===== src/rtl/uart_rx_cfg.sv =====
// Configurable UART receiver: 2-flop synchroniser, 3-sample majority bit decision,
// optional parity and 1-2 stop bits, with a small receive FIFO and sticky overrun flag.
module uart_rx_cfg #(
  parameter int CLKS_PER_BIT = 10417,
  parameter int DATA_BITS    = 8,
  parameter int PARITY       = 0,
  parameter int STOP_BITS    = 1,
  parameter int FIFO_DEPTH   = 4
) (
  input  logic                 clk,
  input  logic                 rst,
  input  logic                 get,
  output logic [DATA_BITS-1:0] out,
  output logic                 out_valid,
  input  logic                 out_ready,
  output logic                 parity_err,
  output logic                 frame_err,
  output logic                 overrun,
  input  logic                 err_clr,
  output logic                 busy
);

  localparam int          M         = CLKS_PER_BIT / 2;
  localparam logic [15:0] CNT_LAST  = 16'(CLKS_PER_BIT - 1);
  localparam logic [15:0] SMP0      = 16'(M - 1);
  localparam logic [15:0] SMP1      = 16'(M);
  localparam logic [15:0] SMP2      = 16'(M + 1);
  localparam logic [3:0]  LAST_DATA = 4'(DATA_BITS - 1);
  localparam logic [3:0]  LAST_STOP = 4'(STOP_BITS - 1);
  localparam int          AW        = $clog2(FIFO_DEPTH);
  localparam int          CNTW      = AW + 1;
  localparam int          EW        = DATA_BITS + 2;

  typedef enum logic [2:0] {ST_IDLE, ST_START, ST_DATA, ST_PARITY, ST_STOP} state_t;

  state_t               state, state_n;
  logic [15:0]          cnt, cnt_n;
  logic [3:0]           bit_idx, idx_n;
  logic                 sync1, sync2, hist;
  logic [2:0]           warm;
  logic                 start_edge, at_wrap, at_dec, maj;
  logic                 s0, s1;
  logic [DATA_BITS-1:0] sh, sh_n;
  logic                 perr, perr_n, ferr, ferr_n;
  logic                 push_req;
  logic [EW-1:0]        push_data;

  logic [EW-1:0]        mem [FIFO_DEPTH];
  logic [AW-1:0]        wr_ptr, rd_ptr;
  logic [CNTW-1:0]      count;
  logic                 full, pop, push_ok, drop;
  logic [EW-1:0]        head;

  function automatic logic maj3(input logic a, input logic b, input logic c);
    return (a & b) | (a & c) | (b & c);
  endfunction

  function automatic logic par_flag(input logic [DATA_BITS-1:0] d, input logic p);
    logic x;
    x = (^d) ^ p;
    return (PARITY == 2) ? x : ~x;
  endfunction

  // Input synchroniser; warm gates edge detection until the flops hold real line samples
  always_ff @(posedge clk or negedge rst) begin
    if (!rst) begin
      sync1 <= 1'b1;
      sync2 <= 1'b1;
      hist  <= 1'b1;
      warm  <= '0;
    end else begin
      sync1 <= get;
      sync2 <= sync1;
      hist  <= sync2;
      warm  <= {warm[1:0], 1'b1};
    end
  end

  assign start_edge = warm[2] & hist & ~sync2;
  assign at_wrap    = (cnt == CNT_LAST);
  assign at_dec     = (cnt == SMP2);
  assign maj        = maj3(s0, s1, sync2);
  assign busy       = (state != ST_IDLE);

  // Receive FSM: control registers
  always_ff @(posedge clk or negedge rst) begin
    if (!rst) begin
      state   <= ST_IDLE;
      cnt     <= '0;
      bit_idx <= '0;
    end else begin
      state   <= state_n;
      cnt     <= cnt_n;
      bit_idx <= idx_n;
    end
  end

  always_ff @(posedge clk) begin
    if (cnt == SMP0) s0 <= sync2;
    if (cnt == SMP1) s1 <= sync2;
    sh   <= sh_n;
    perr <= perr_n;
    ferr <= ferr_n;
  end

  always_comb begin
    state_n  = state;
    cnt_n    = cnt;
    idx_n    = bit_idx;
    sh_n     = sh;
    perr_n   = perr;
    ferr_n   = ferr;
    push_req = 1'b0;
    if (state != ST_IDLE) cnt_n = at_wrap ? '0 : cnt + 16'd1;
    case (state)
      ST_IDLE: begin
        cnt_n = '0;
        idx_n = '0;
        if (start_edge) begin
          state_n = ST_START;
          perr_n  = 1'b0;
          ferr_n  = 1'b0;
        end
      end
      ST_START: begin
        if (at_dec && maj) begin
          state_n = ST_IDLE;
          cnt_n   = '0;
        end else if (at_wrap) begin
          state_n = ST_DATA;
        end
      end
      ST_DATA: begin
        if (at_dec) sh_n = {maj, sh[DATA_BITS-1:1]};
        if (at_wrap) begin
          if (bit_idx == LAST_DATA) begin
            idx_n   = '0;
            state_n = (PARITY != 0) ? ST_PARITY : ST_STOP;
          end else begin
            idx_n = bit_idx + 4'd1;
          end
        end
      end
      ST_PARITY: begin
        if (at_dec) perr_n = par_flag(sh, maj);
        if (at_wrap) state_n = ST_STOP;
      end
      ST_STOP: begin
        // Push at the last stop-bit decision so the next start edge is not missed
        if (at_dec) begin
          ferr_n = ferr | ~maj;
          if (bit_idx == LAST_STOP) begin
            push_req = 1'b1;
            state_n  = ST_IDLE;
            cnt_n    = '0;
            idx_n    = '0;
          end
        end else if (at_wrap) begin
          idx_n = bit_idx + 4'd1;
        end
      end
      default: state_n = ST_IDLE;
    endcase
  end

  assign push_data = {sh, perr, ferr_n};

  // Receive FIFO
  assign full    = (count == CNTW'(FIFO_DEPTH));
  assign pop     = out_valid & out_ready;
  assign push_ok = push_req & (~full | pop);
  assign drop    = push_req & full & ~pop;

  always_ff @(posedge clk or negedge rst) begin
    if (!rst) begin
      wr_ptr  <= '0;
      rd_ptr  <= '0;
      count   <= '0;
      overrun <= 1'b0;
    end else begin
      if (push_ok) wr_ptr <= wr_ptr + 1'b1;
      if (pop)     rd_ptr <= rd_ptr + 1'b1;
      case ({push_ok, pop})
        2'b10:   count <= count + 1'b1;
        2'b01:   count <= count - 1'b1;
        default: count <= count;
      endcase
      if (drop)         overrun <= 1'b1;
      else if (err_clr) overrun <= 1'b0;
    end
  end

  always_ff @(posedge clk) begin
    if (push_ok) mem[wr_ptr] <= push_data;
  end

  assign head       = mem[rd_ptr];
  assign out_valid  = (count != '0);
  assign out        = out_valid ? head[EW-1:2] : '0;
  assign parity_err = out_valid & head[1];
  assign frame_err  = out_valid & head[0];

endmodule

===== config.mk =====
export PLATFORM = sky130hd
export DESIGN_NAME = uart_rx_cfg
export DESIGN_NICKNAME = d
export VERILOG_FILES = /design/src/rtl/uart_rx_cfg.sv
export SDC_FILE = /design/constraint.sdc
export NUM_CORES = 1
export LEC_CHECK = 0
export CAP_MARGIN = 30
export CORE_UTILIZATION = 43
export CTS_CLUSTER_DIAMETER = 100
export DETAILED_ROUTE_END_ITERATION = 10
export GPL_TIMING_DRIVEN = 0
export SLEW_MARGIN = 20
export SYNTH_ARGS = -nofsm -noshare
export SYNTH_HDL_FRONTEND = slang
export SYNTH_SLANG_ARGS = --single-unit
export TNS_END_PERCENT = 1

===== constraint.sdc =====
create_clock -name clk -period 2.35 [get_ports clk]
set_clock_uncertainty 0.2 [all_clocks]
set_input_delay 0.47 -clock clk [delete_from_list [all_inputs] [get_ports clk]]
set_output_delay 0.47 -clock clk [all_outputs]
set_load 0.02 [all_outputs]

==> results.toml, run 1 <==
[yosys]
syn_avg_cell_area_um2 = 13.2
synthArstFlopShare_pct = 41.6
synth_area_leader_cell = "edfxtp_1"
ys_seq_elements = 89
synth_cells = 314
synth.cell_area_mm2 = 0.00414
ys_top_cells_by_area = "edfxtp_1, dfrtp_1, mux4_2, xnor2_1, ha_1"
yosysWarnings = 0
syn_nets = 329
synth-edff-count = 51
synth_flop_cell = "edfxtp_1"
synth_top_area_share_pct = 37.0
synth.distinct_cells = 60
synth_seq_area_share_pct = 60.0

[detailed_routing]
drc = 0
drt-initial-drc-count = 131
wl_per_cell_um = 15.6
viasPerCell = 5.24
first_pass_iters = 6
antenna_left = 0
vias = 2583
routed_wl_um = 7690

[setup_path]
rrSetupSlack_ns = -0.16
crit_path_cell_trace = "nor4_4, nand4_4, or2_4, nand3_2, fa_2, nand2_2, or4_1, o21a_1, nand3_1"
crit_slowest_cell = "dfrtp_2"
critPathCaptureType = "flop"
rr_endpoint = "count[2]"
critPathCapture = "count[2]"
crit_path_start = "cnt[8]"
path_max_fanout = 4
path_class = "flop to flop"
path_depth = 9
r2r_cells = 9
crit_family = "simple AND/OR/NAND/NOR gates"
arrival_ns = 2.62
cp_num_buf_inv = 0
startpoint_type = "flop"
cp_slowest_stage_delay_ns = 0.45
cp.required_ns = 2.46
timing.rr.start = "cnt[8]"

[min_path]
holdCritPathClass = "flop to flop"

[timing]
rsz0062_at_grt = "true"
setup_slack_ns = -0.162
timing.final.crit_share_pct = 107
setup_viol = 59
max_freq_mhz = 398
hold_viol = 0
drv_slew = 0
relSlewSlack_pct = 67.0
worst_slew_pin_slew_ns = 0.489
period_needed_ns = 2.51

[placement]
dp.cells = 462
dp_hpwl_um = 5000
pre_cts_slack_ns = -0.445
gp_congestion = 0.861
io_buffers = 17

[power]
power_density_mw_per_mm2 = 871
vdd_ir_drop_max_mv = 0.452
p_leak_uw = 0.00189

[status]
outcome = "finished with violations"
violations = "setup timing"

[grt]
grt_pass1_vias = 2535
track_usage_pct = 17.1
overflow = 0
grt_pass1_wl_um = 13000
grt_max_degree = 31
antenna_found_initial = 0

[layout]
drive_above_1_share_pct = 29.7
areaGrowthSynthToFinish_pct = 20.1
fin_nets = 374
antenna_cells = 0
seqCellArea_mm2 = 0.00249
multiInputGateArea_mm2 = 0.00169
n_fill_cell = 792
instances_no_fill = 493

[clock_network]
clockBufferDepth = 2
clock_latency_ns = 0.37
h-tree-depth = 3
clk_pin_slew_ns = 0.10
clockRootBuffer = "clkbuf_8"
cts.sinks = 89
cts_buffers = 9
cts_tree = "yes"

[floorplanning]
start_util_pct = 44.6
fp-row-count = 35
die_x_um = 100
io_pins = 18
dieArea_mm2 = 0.0100
die_h_um = 100
core_area_mm2 = 0.00928

[job]
drv_cap = 0
## cells in the final DEF, fill, tap and decap left out, drive strengths merged, types with 2 or more instances in the layout
master         instances
or4                    2
nor4                   3
a2111oi                2
nor2                  30
buf                   34
mux4                  10
nand4                  6
a31o                   2
nand2                 19
nand3                 11
a31oi                  3
and4                   2
and3                   6
or3                    3
and2                  15
ha                     9
clkbuf                13
clkinv                 3
inv                   15
and4bb                 4
a21o                   2
nand3b                 3
nor2b                  2
a21oi                  2
clkdlybuf4s50          4
xnor2                 19
nor3                   6
o21ai                  8
dfrtp                 34
nand2b                 4
dfstp                  3
xor2                   8
nor3b                  3
edfxtp                51
## worst reg2reg max path: stages, from the launching register on
cell and delay (ns):
dfrtp_2 0.45, nor4_4 0.37, nand4_4 0.17, or2_4 0.31, nand3_2 0.08, fa_2 0.23, nand2_2 0.07, or4_1 0.40
o21a_1 0.12, nand3_1 0.06
## flip-flops by register name, summed over array words and instances, names as in the netlist, 2 cells and up
signal and flops:
sh 8, cnt 16, mem 40, rd_ptr 2, bit_idx 4, warm 3
state 3, wr_ptr 2, count 3
## cell usage after synthesis (3+ instances only)
master	instances
and2_1	15
and3_1	6
and4bb_2	4
buf_2	3
clkbuf_1	7
dfrtp_1	34
dfstp_2	3
edfxtp_1	51
ha_1	9
inv_1	12
mux4_2	10
nand2_1	19
nand2b_1	4
nand3_1	10
nand3b_1	3
nand4_1	5
nor2_1	29
nor3_1	6
nor3b_2	3
o21ai_0	8
or3_1	3
xnor2_1	19
xor2_1	8
## stage by stage
step / util, % / instance area [um2] / power [uW] / hold WS [ns] / setup TNS, ns
final: 53.5 / 4970 / 4330 / 0.160 / -5.59
after floorplan: - / 4160 / 2620 / -0.0256 / -0.441
after CTS: 52.5 / 4870 / 4280 / 0.162 / -6.14
after global placement: 48.4 / 4490 / 3010 / 0.132 / -40.84
after detailed placement: 48.6 / 4510 / 3020 / 0.139 / -23.91
after global routing: 53.5 / 4970 / 4560 / 0.166 / -12.41
## per-layer routing
metal | global-route usage [%] | wire (um) | vias to the layer above
li1 | - | - | 1234
met1 | 23.1 | 3600 | 1294
met2 | 27.9 | 3750 | 43
met3 | 3.55 | 238 | 12
met4 | 5.80 | 97 | 0
met5 | 0 | 0 | -
## worst min path at each step
| stage | cells past startpoint | endpoint | startpoint |
|---|---|---|---|
| 2_1_floorplan | 0 | bit_idx[0] | rst |
| 3_3_place_gp | 0 | warm[2] | warm[1] |
| 3_5_place_dp | 1 | count[0] | rst |
| 4_1_cts | 0 | warm[2] | warm[1] |
| 5_1_grt | 0 | warm[1] | warm[0] |
| 6_report | 0 | warm[2] | warm[1] |
## timing repair
action,CTS,global route
resized for setup,77,16
setup buffers,8,6
gates cloned,1,0
pin swaps,7,7
setup endpoints to repair,74,80
hold buffers,1,0
endpoints found under the hold margin,7,0
## final cells by class
| cell class | instances | share of cell area [%] |
|---|---|---|
| flip-flops and latches | 89 | 50.0 |
| repair buffers | 35 | 5.87 |
| clock buffers | 9 | 2.49 |
| well taps | 129 | 3.25 |
| plain buffers | 9 | 1.56 |
| clock inverters | 7 | 1.91 |
| inverters | 12 | 0.906 |
| multi-input cells | 203 | 34.0 |
## power by group
group | internal [uW] | total (uW) | switching, uW
sequential | 1730 | 1840 | 108
combinational | 681 | 1350 | 671
clock | 523 | 1140 | 615
## cell families after synthesis
logic type      after synthesis  share of synthesized area [%]
simple gates                123                           17.4
fa+ha+maj                    10                           3.21
other cells                   1                         0.0906
flops                        89                           60.0
xor+xnor                     27                           5.72
buf+inv                      22                           2.09
mux                          11                           5.69
compound gates               31                           5.90
Power figures use the tool's default switching activity.
==> run 2, diff against run 1 <==
Settings changed: CORE_UTILIZATION 43 to 35.
==> run 2 against run 1 <==
Wire length rose by 2.5%. Via count fell by 0.81%. Cell count is 2.2% higher. Global-route usage shrank 3.1 points. Register-to-register slack better by 0.03 ns. Hold slack worse by 0.012 ns. First-iteration DRC count fell by 34%. Highest routed layer unchanged. Power is 7.1% higher. Sequential power barely moved. Die area rose by 22%. Largest power group unchanged. The run still ends with setup timing left. Clock power is 31% higher. Critical path type unchanged.
==> results.toml, run 2 (synthesis results as in run 1) <==
[status]
outcome = "finished with violations"
violations = "setup timing"

[power]
vdd_ir_drop_max_mv = 0.763
p_leak_uw = 0.00192
power_density_mw_per_mm2 = 917
power_uw = 4640

[grt]
antenna_found_initial = 0
overflow = 0
grt_pass1_vias = 2544
grt_pass1_wl_um = 13200
track_usage_pct = 14.0
grt_max_degree = 21

[detailed_routing]
drc = 0
antenna_left = 0
viasPerCell = 5.08
drt-initial-drc-count = 87
first_pass_iters = 4
routed_wl_um = 7890
vias = 2562
wl_per_cell_um = 15.7

[setup_path]
path_max_fanout = 5
crit_path_cell_trace = "nor4_4, nand4_4, or2_4, nand3_4, fa_2, nand2_2, or4_1, o21a_1, nand3_1"
crit_family = "simple AND/OR/NAND/NOR gates"
cp_slowest_stage_delay_ns = 0.45
r2r_cells = 9
critPathCaptureType = "flop"
crit_slowest_cell = "dfrtp_2"
critPathCapture = "count[2]"
cp_num_buf_inv = 0
path_class = "flop to flop"
startpoint_type = "flop"
arrival_ns = 2.57
path_depth = 9
rr_endpoint = "count[2]"
rrSetupSlack_ns = -0.14
timing.rr.start = "cnt[9]"
cp.required_ns = 2.43
crit_path_start = "cnt[9]"

[layout]
reg_top3 = "mem (40), cnt (16), sh (8)"
largest_reg_flops = 40
layout_commonest_cell = "edfxtp_1"
mostFrequentLayoutCells = "edfxtp_1, dfrtp_1, nor2_1"
fin_nets = 371
drive_above_1_share_pct = 29.1
antenna_cells = 0
n_fill_cell = 1042
areaGrowthSynthToFinish_pct = 22.2
seqCellArea_mm2 = 0.00248
fin_area_mm2 = 0.00505
instances_no_fill = 504
top_register = "mem"
multiInputGateArea_mm2 = 0.00169

[clock_network]
clockRootBuffer = "clkbuf_16"
clk_pin_slew_ns = 0.07
clock_latency_ns = 0.35
cts_tree = "yes"
cts.sinks = 89
clockBufferDepth = 2
cts_buffers = 9
h-tree-depth = 3

[floorplanning]
die_x_um = 111
dieArea_mm2 = 0.0123
die_h_um = 111
fp-row-count = 39
io_pins = 18
core_area_mm2 = 0.0115
start_util_pct = 36.1

[timing]
setup_viol = 48
relSlewSlack_pct = 63.7
timing.final.crit_share_pct = 106
setup_slack_ns = -0.136
drv_slew = 0
period_needed_ns = 2.49
rsz0062_at_grt = "true"
hold_viol = 0
max_freq_mhz = 402
worst_slew_pin_slew_ns = 0.537

[placement]
dp_hpwl_um = 5160
dp.cells = 476
dpl_cell_area_mm2 = 0.00454
gp_congestion = 0.813
io_buffers = 17

[min_path]
holdCritPathClass = "flop to flop"

[job]
drv_cap = 0
run 2: cell count changes in the layout (fill, tap and decap cells not counted), sizes merged:
| cell | change |
|---|---|
| buf | -3 |
| inv | +1 |
| clkinvlp | +1 |
| clkinv | -2 |
run 2: power breakdown:
| group | leakage (uW) | switching, uW | internal (uW) |
|---|---|---|---|
| registers | 0.000963 | 110 | 1730 |
| logic | 0.000805 | 656 | 646 |
| clock network | 0.000150 | 645 | 848 |
run 2: cell type report:
class                           count  area share [%]
Sequential cell                    89            49.2
Multi-Input combinational cell    203            33.5
Timing Repair Buffer               32            5.22
Clock buffer                        9            4.46
Tap cell                          143            3.54
Clock inverter                      7            1.71
Buffer                              9            1.51
Inverter                           12           0.891
run 2: worst min path at each step:
stage                      end     from  slack [ns]  depth (start not counted)
finish                   sync2    sync1        0.15                          0
global route             sync2    sync1        0.16                          0
CTS                      sync2    sync1        0.15                          0
detailed placement     warm[1]  warm[0]        0.15                          0
global placement       warm[2]  warm[1]        0.13                          0
floorplan           bit_idx[0]      rst       -0.03                          0
run 2: routing by layer:
| metal | vias to the layer above | share of wire [%] | track usage [%] |
|---|---|---|---|
| met5 | - | 0 | 0 |
| met1 | 1277 | 46 | 18.1 |
| met2 | 36 | 49 | 21.9 |
| met3 | 11 | 3.8 | 4.76 |
| li1 | 1238 | - | - |
| met4 | 0 | 1.7 | 5.07 |
run 2: repair_timing:
item | CTS | global route
hold buffers | 1 | 0
resized for setup | 82 | 9
endpoints found under the setup margin | 72 | 61
pin swaps | 6 | 6
setup buffers | 11 | 0
cloned | 1 | 0
endpoints found under the hold margin | 17 | 0
run 2: through the flow:
step / hold slack (ns) / utilization, % / setup slack, ns / setup TNS (ns)
finish: 0.148 / 44.1 / -0.136 / -4.17
CTS: 0.150 / 43.8 / -0.133 / -4.31
global route: 0.160 / 44.1 / -0.202 / -8.74
detailed placement: 0.146 / 39.6 / -0.454 / -23.40
floorplan: -0.0256 / - / -0.0319 / -0.441
global placement: 0.133 / 39.3 / -0.430 / -35.55
==> run 3, diff against run 2 <==
Settings changed: HOLD_SLACK_MARGIN set to 0.15.
Clock period 2.35 ns to 2.13 ns, I/O delays scaled along.
==> run 3 against run 2 <==
The run still ends with setup timing left. Largest power group unchanged. Sequential cell count did not move. Critical endpoint unchanged. Via count rose by 0.90%. Sequential share of layout area fell by 0.19 points. First-iteration DRC count rose by 39%. Clock power rose by 10%.
==> results.toml, run 3 (synthesis results as in run 1) <==
[status]
outcome = "finished with violations"
violations = "setup timing"

[grt]
globalRoute.busiestLayer = "met2"
grt_pass1_wl_um = 13100
grt_pass1_vias = 2563
overflow = 0
track_usage_pct = 13.9
grtUsageMet2_pct = 21.2
grt_use_met1_pct = 18.0
grt_use_met3_pct = 4.92
grt_max_degree = 21
antenna_found_initial = 0

[setup_path]
rr_endpoint = "count[2]"
cp_num_buf_inv = 0
critPathCaptureType = "flop"
timing.rr.start = "cnt[9]"
path_max_fanout = 5
r2r_cells = 9
startpoint_type = "flop"
cp_slowest_stage_delay_ns = 0.45
path_class = "flop to flop"
crit_path_cell_trace = "nor4_4, nand4_4, or2_4, nand3_4, fa_2, nand2_2, or4_1, o21a_1, nand3_1"
crit_family = "simple AND/OR/NAND/NOR gates"
crit_path_start = "cnt[9]"
cp.required_ns = 2.21
crit_slowest_cell = "dfrtp_2"
rrSetupSlack_ns = -0.35
critPathCapture = "count[2]"
path_depth = 9
arrival_ns = 2.56

[layout]
areaGrowthSynthToFinish_pct = 22.7
antenna_cells = 0
n_fill_cell = 1039
reg_top3 = "mem (40), cnt (16), sh (8)"
drive_above_1_share_pct = 29.9
fin_area_mm2 = 0.00508
seqCellArea_mm2 = 0.00249
layout_commonest_cell = "edfxtp_1"
top_register = "mem"
largest_reg_flops = 40
multiInputGateArea_mm2 = 0.00172
fin_nets = 368
mostFrequentLayoutCells = "edfxtp_1, dfrtp_1, nor2_1"

[clock_network]
clockBufferDepth = 2
clk_pin_slew_ns = 0.07
clock_latency_ns = 0.35
cts.sinks = 89
cts_buffers = 9
cts_tree = "yes"
clockRootBuffer = "clkbuf_16"
h-tree-depth = 3

[min_path]
holdCritPathClass = "flop to flop"

[timing]
timing.final.crit_share_pct = 117
period_needed_ns = 2.48
drv_slew = 0
relSlewSlack_pct = 64.5
whs_ns = 0.148
max_freq_mhz = 403
worst_slew_pin_slew_ns = 0.533
setup_viol = 63
setup_slack_ns = -0.352
setup_tns_ns = -15.75
hold_viol = 0
rsz0062_at_grt = "true"

[detailed_routing]
drt-initial-drc-count = 121
viasPerCell = 5.16
vias = 2585
first_pass_iters = 6
routed_wl_um = 7870
drc = 0
wl_per_cell_um = 15.7
antenna_left = 0

[power]
vdd_ir_drop_max_mv = 0.867
p_leak_uw = 0.00192
power_density_mw_per_mm2 = 991

[floorplanning]
dieArea_mm2 = 0.0123
die_x_um = 111
io_pins = 18
fp-row-count = 39
die_h_um = 111
start_util_pct = 36.1
core_area_mm2 = 0.0115

[placement]
dp_hpwl_um = 5160
pre_cts_slack_ns = -0.674
gp_congestion = 0.813
io_buffers = 17
dpl_cell_area_mm2 = 0.00454

[job]
drv_cap = 0
==> run 3: cell types whose count changed in the layout (fill, tap and decap cells not counted), sizes merged <==
cell,before,now
clkdlybuf4s15,1,0
buf,31,29
==> run 3: metrics by stage <==
step	total power, uW	std cells	utilization [%]
final	5030	501	44.3
after CTS	5080	501	43.8
after floorplan	2890	314	-
after global placement	3320	474	39.3
after detailed placement	3360	476	39.6
after global routing	5270	501	44.3
==> run 3: layout make-up <==
cell class,instances,share of cell area (%)
flip-flops and latches,89,49.0
multi-input cells,203,33.9
repair buffers,29,4.48
clock buffers,9,4.44
well taps,143,3.52
plain buffers,9,2.07
clock inverters,7,1.70
inverters,12,0.887
==> run 3: where the power goes <==
part | total (uW) | leakage (uW) | switching (uW) | internal [uW]
logic | 1360 | 0.000811 | 704 | 653
registers | 2030 | 0.000961 | 120 | 1910
clock network | 1640 | 0.000150 | 708 | 935
==> run 3: worst min-delay path by stage <==
stage	slack [ns]	start	cells past startpoint	end
detailed placement	0.15	warm[0]	0	warm[1]
floorplan	-0.07	rst	0	bit_idx[0]
global placement	0.13	warm[1]	0	warm[2]
global route	0.16	sync1	0	sync2
finish	0.15	sync1	0	sync2
CTS	0.15	sync1	0	sync2
==> run 3: repair_timing <==
action,in CTS,in global routing
hold buffers,1,0
endpoints found under the setup margin,90,85
setup buffers,9,0
hold endpoints to repair,17,0
resized for setup,96,15
pin swaps,11,7
==> run 3: worst reg2reg max path, cell delays in order, from the launching register on <==
cell,delay [ns]
dfrtp_2,0.45
nor4_4,0.36
nand4_4,0.14
or2_4,0.31
nand3_4,0.09
fa_2,0.23
nand2_2,0.07
or4_1,0.41
o21a_1,0.12
nand3_1,0.06
==> run 3: layer usage <==
layer | wire [um] | share of wire, %
met2 | 3780 | 48
met1 | 3570 | 45
met5 | 0 | 0
met3 | 356 | 4.5
met4 | 165 | 2.1
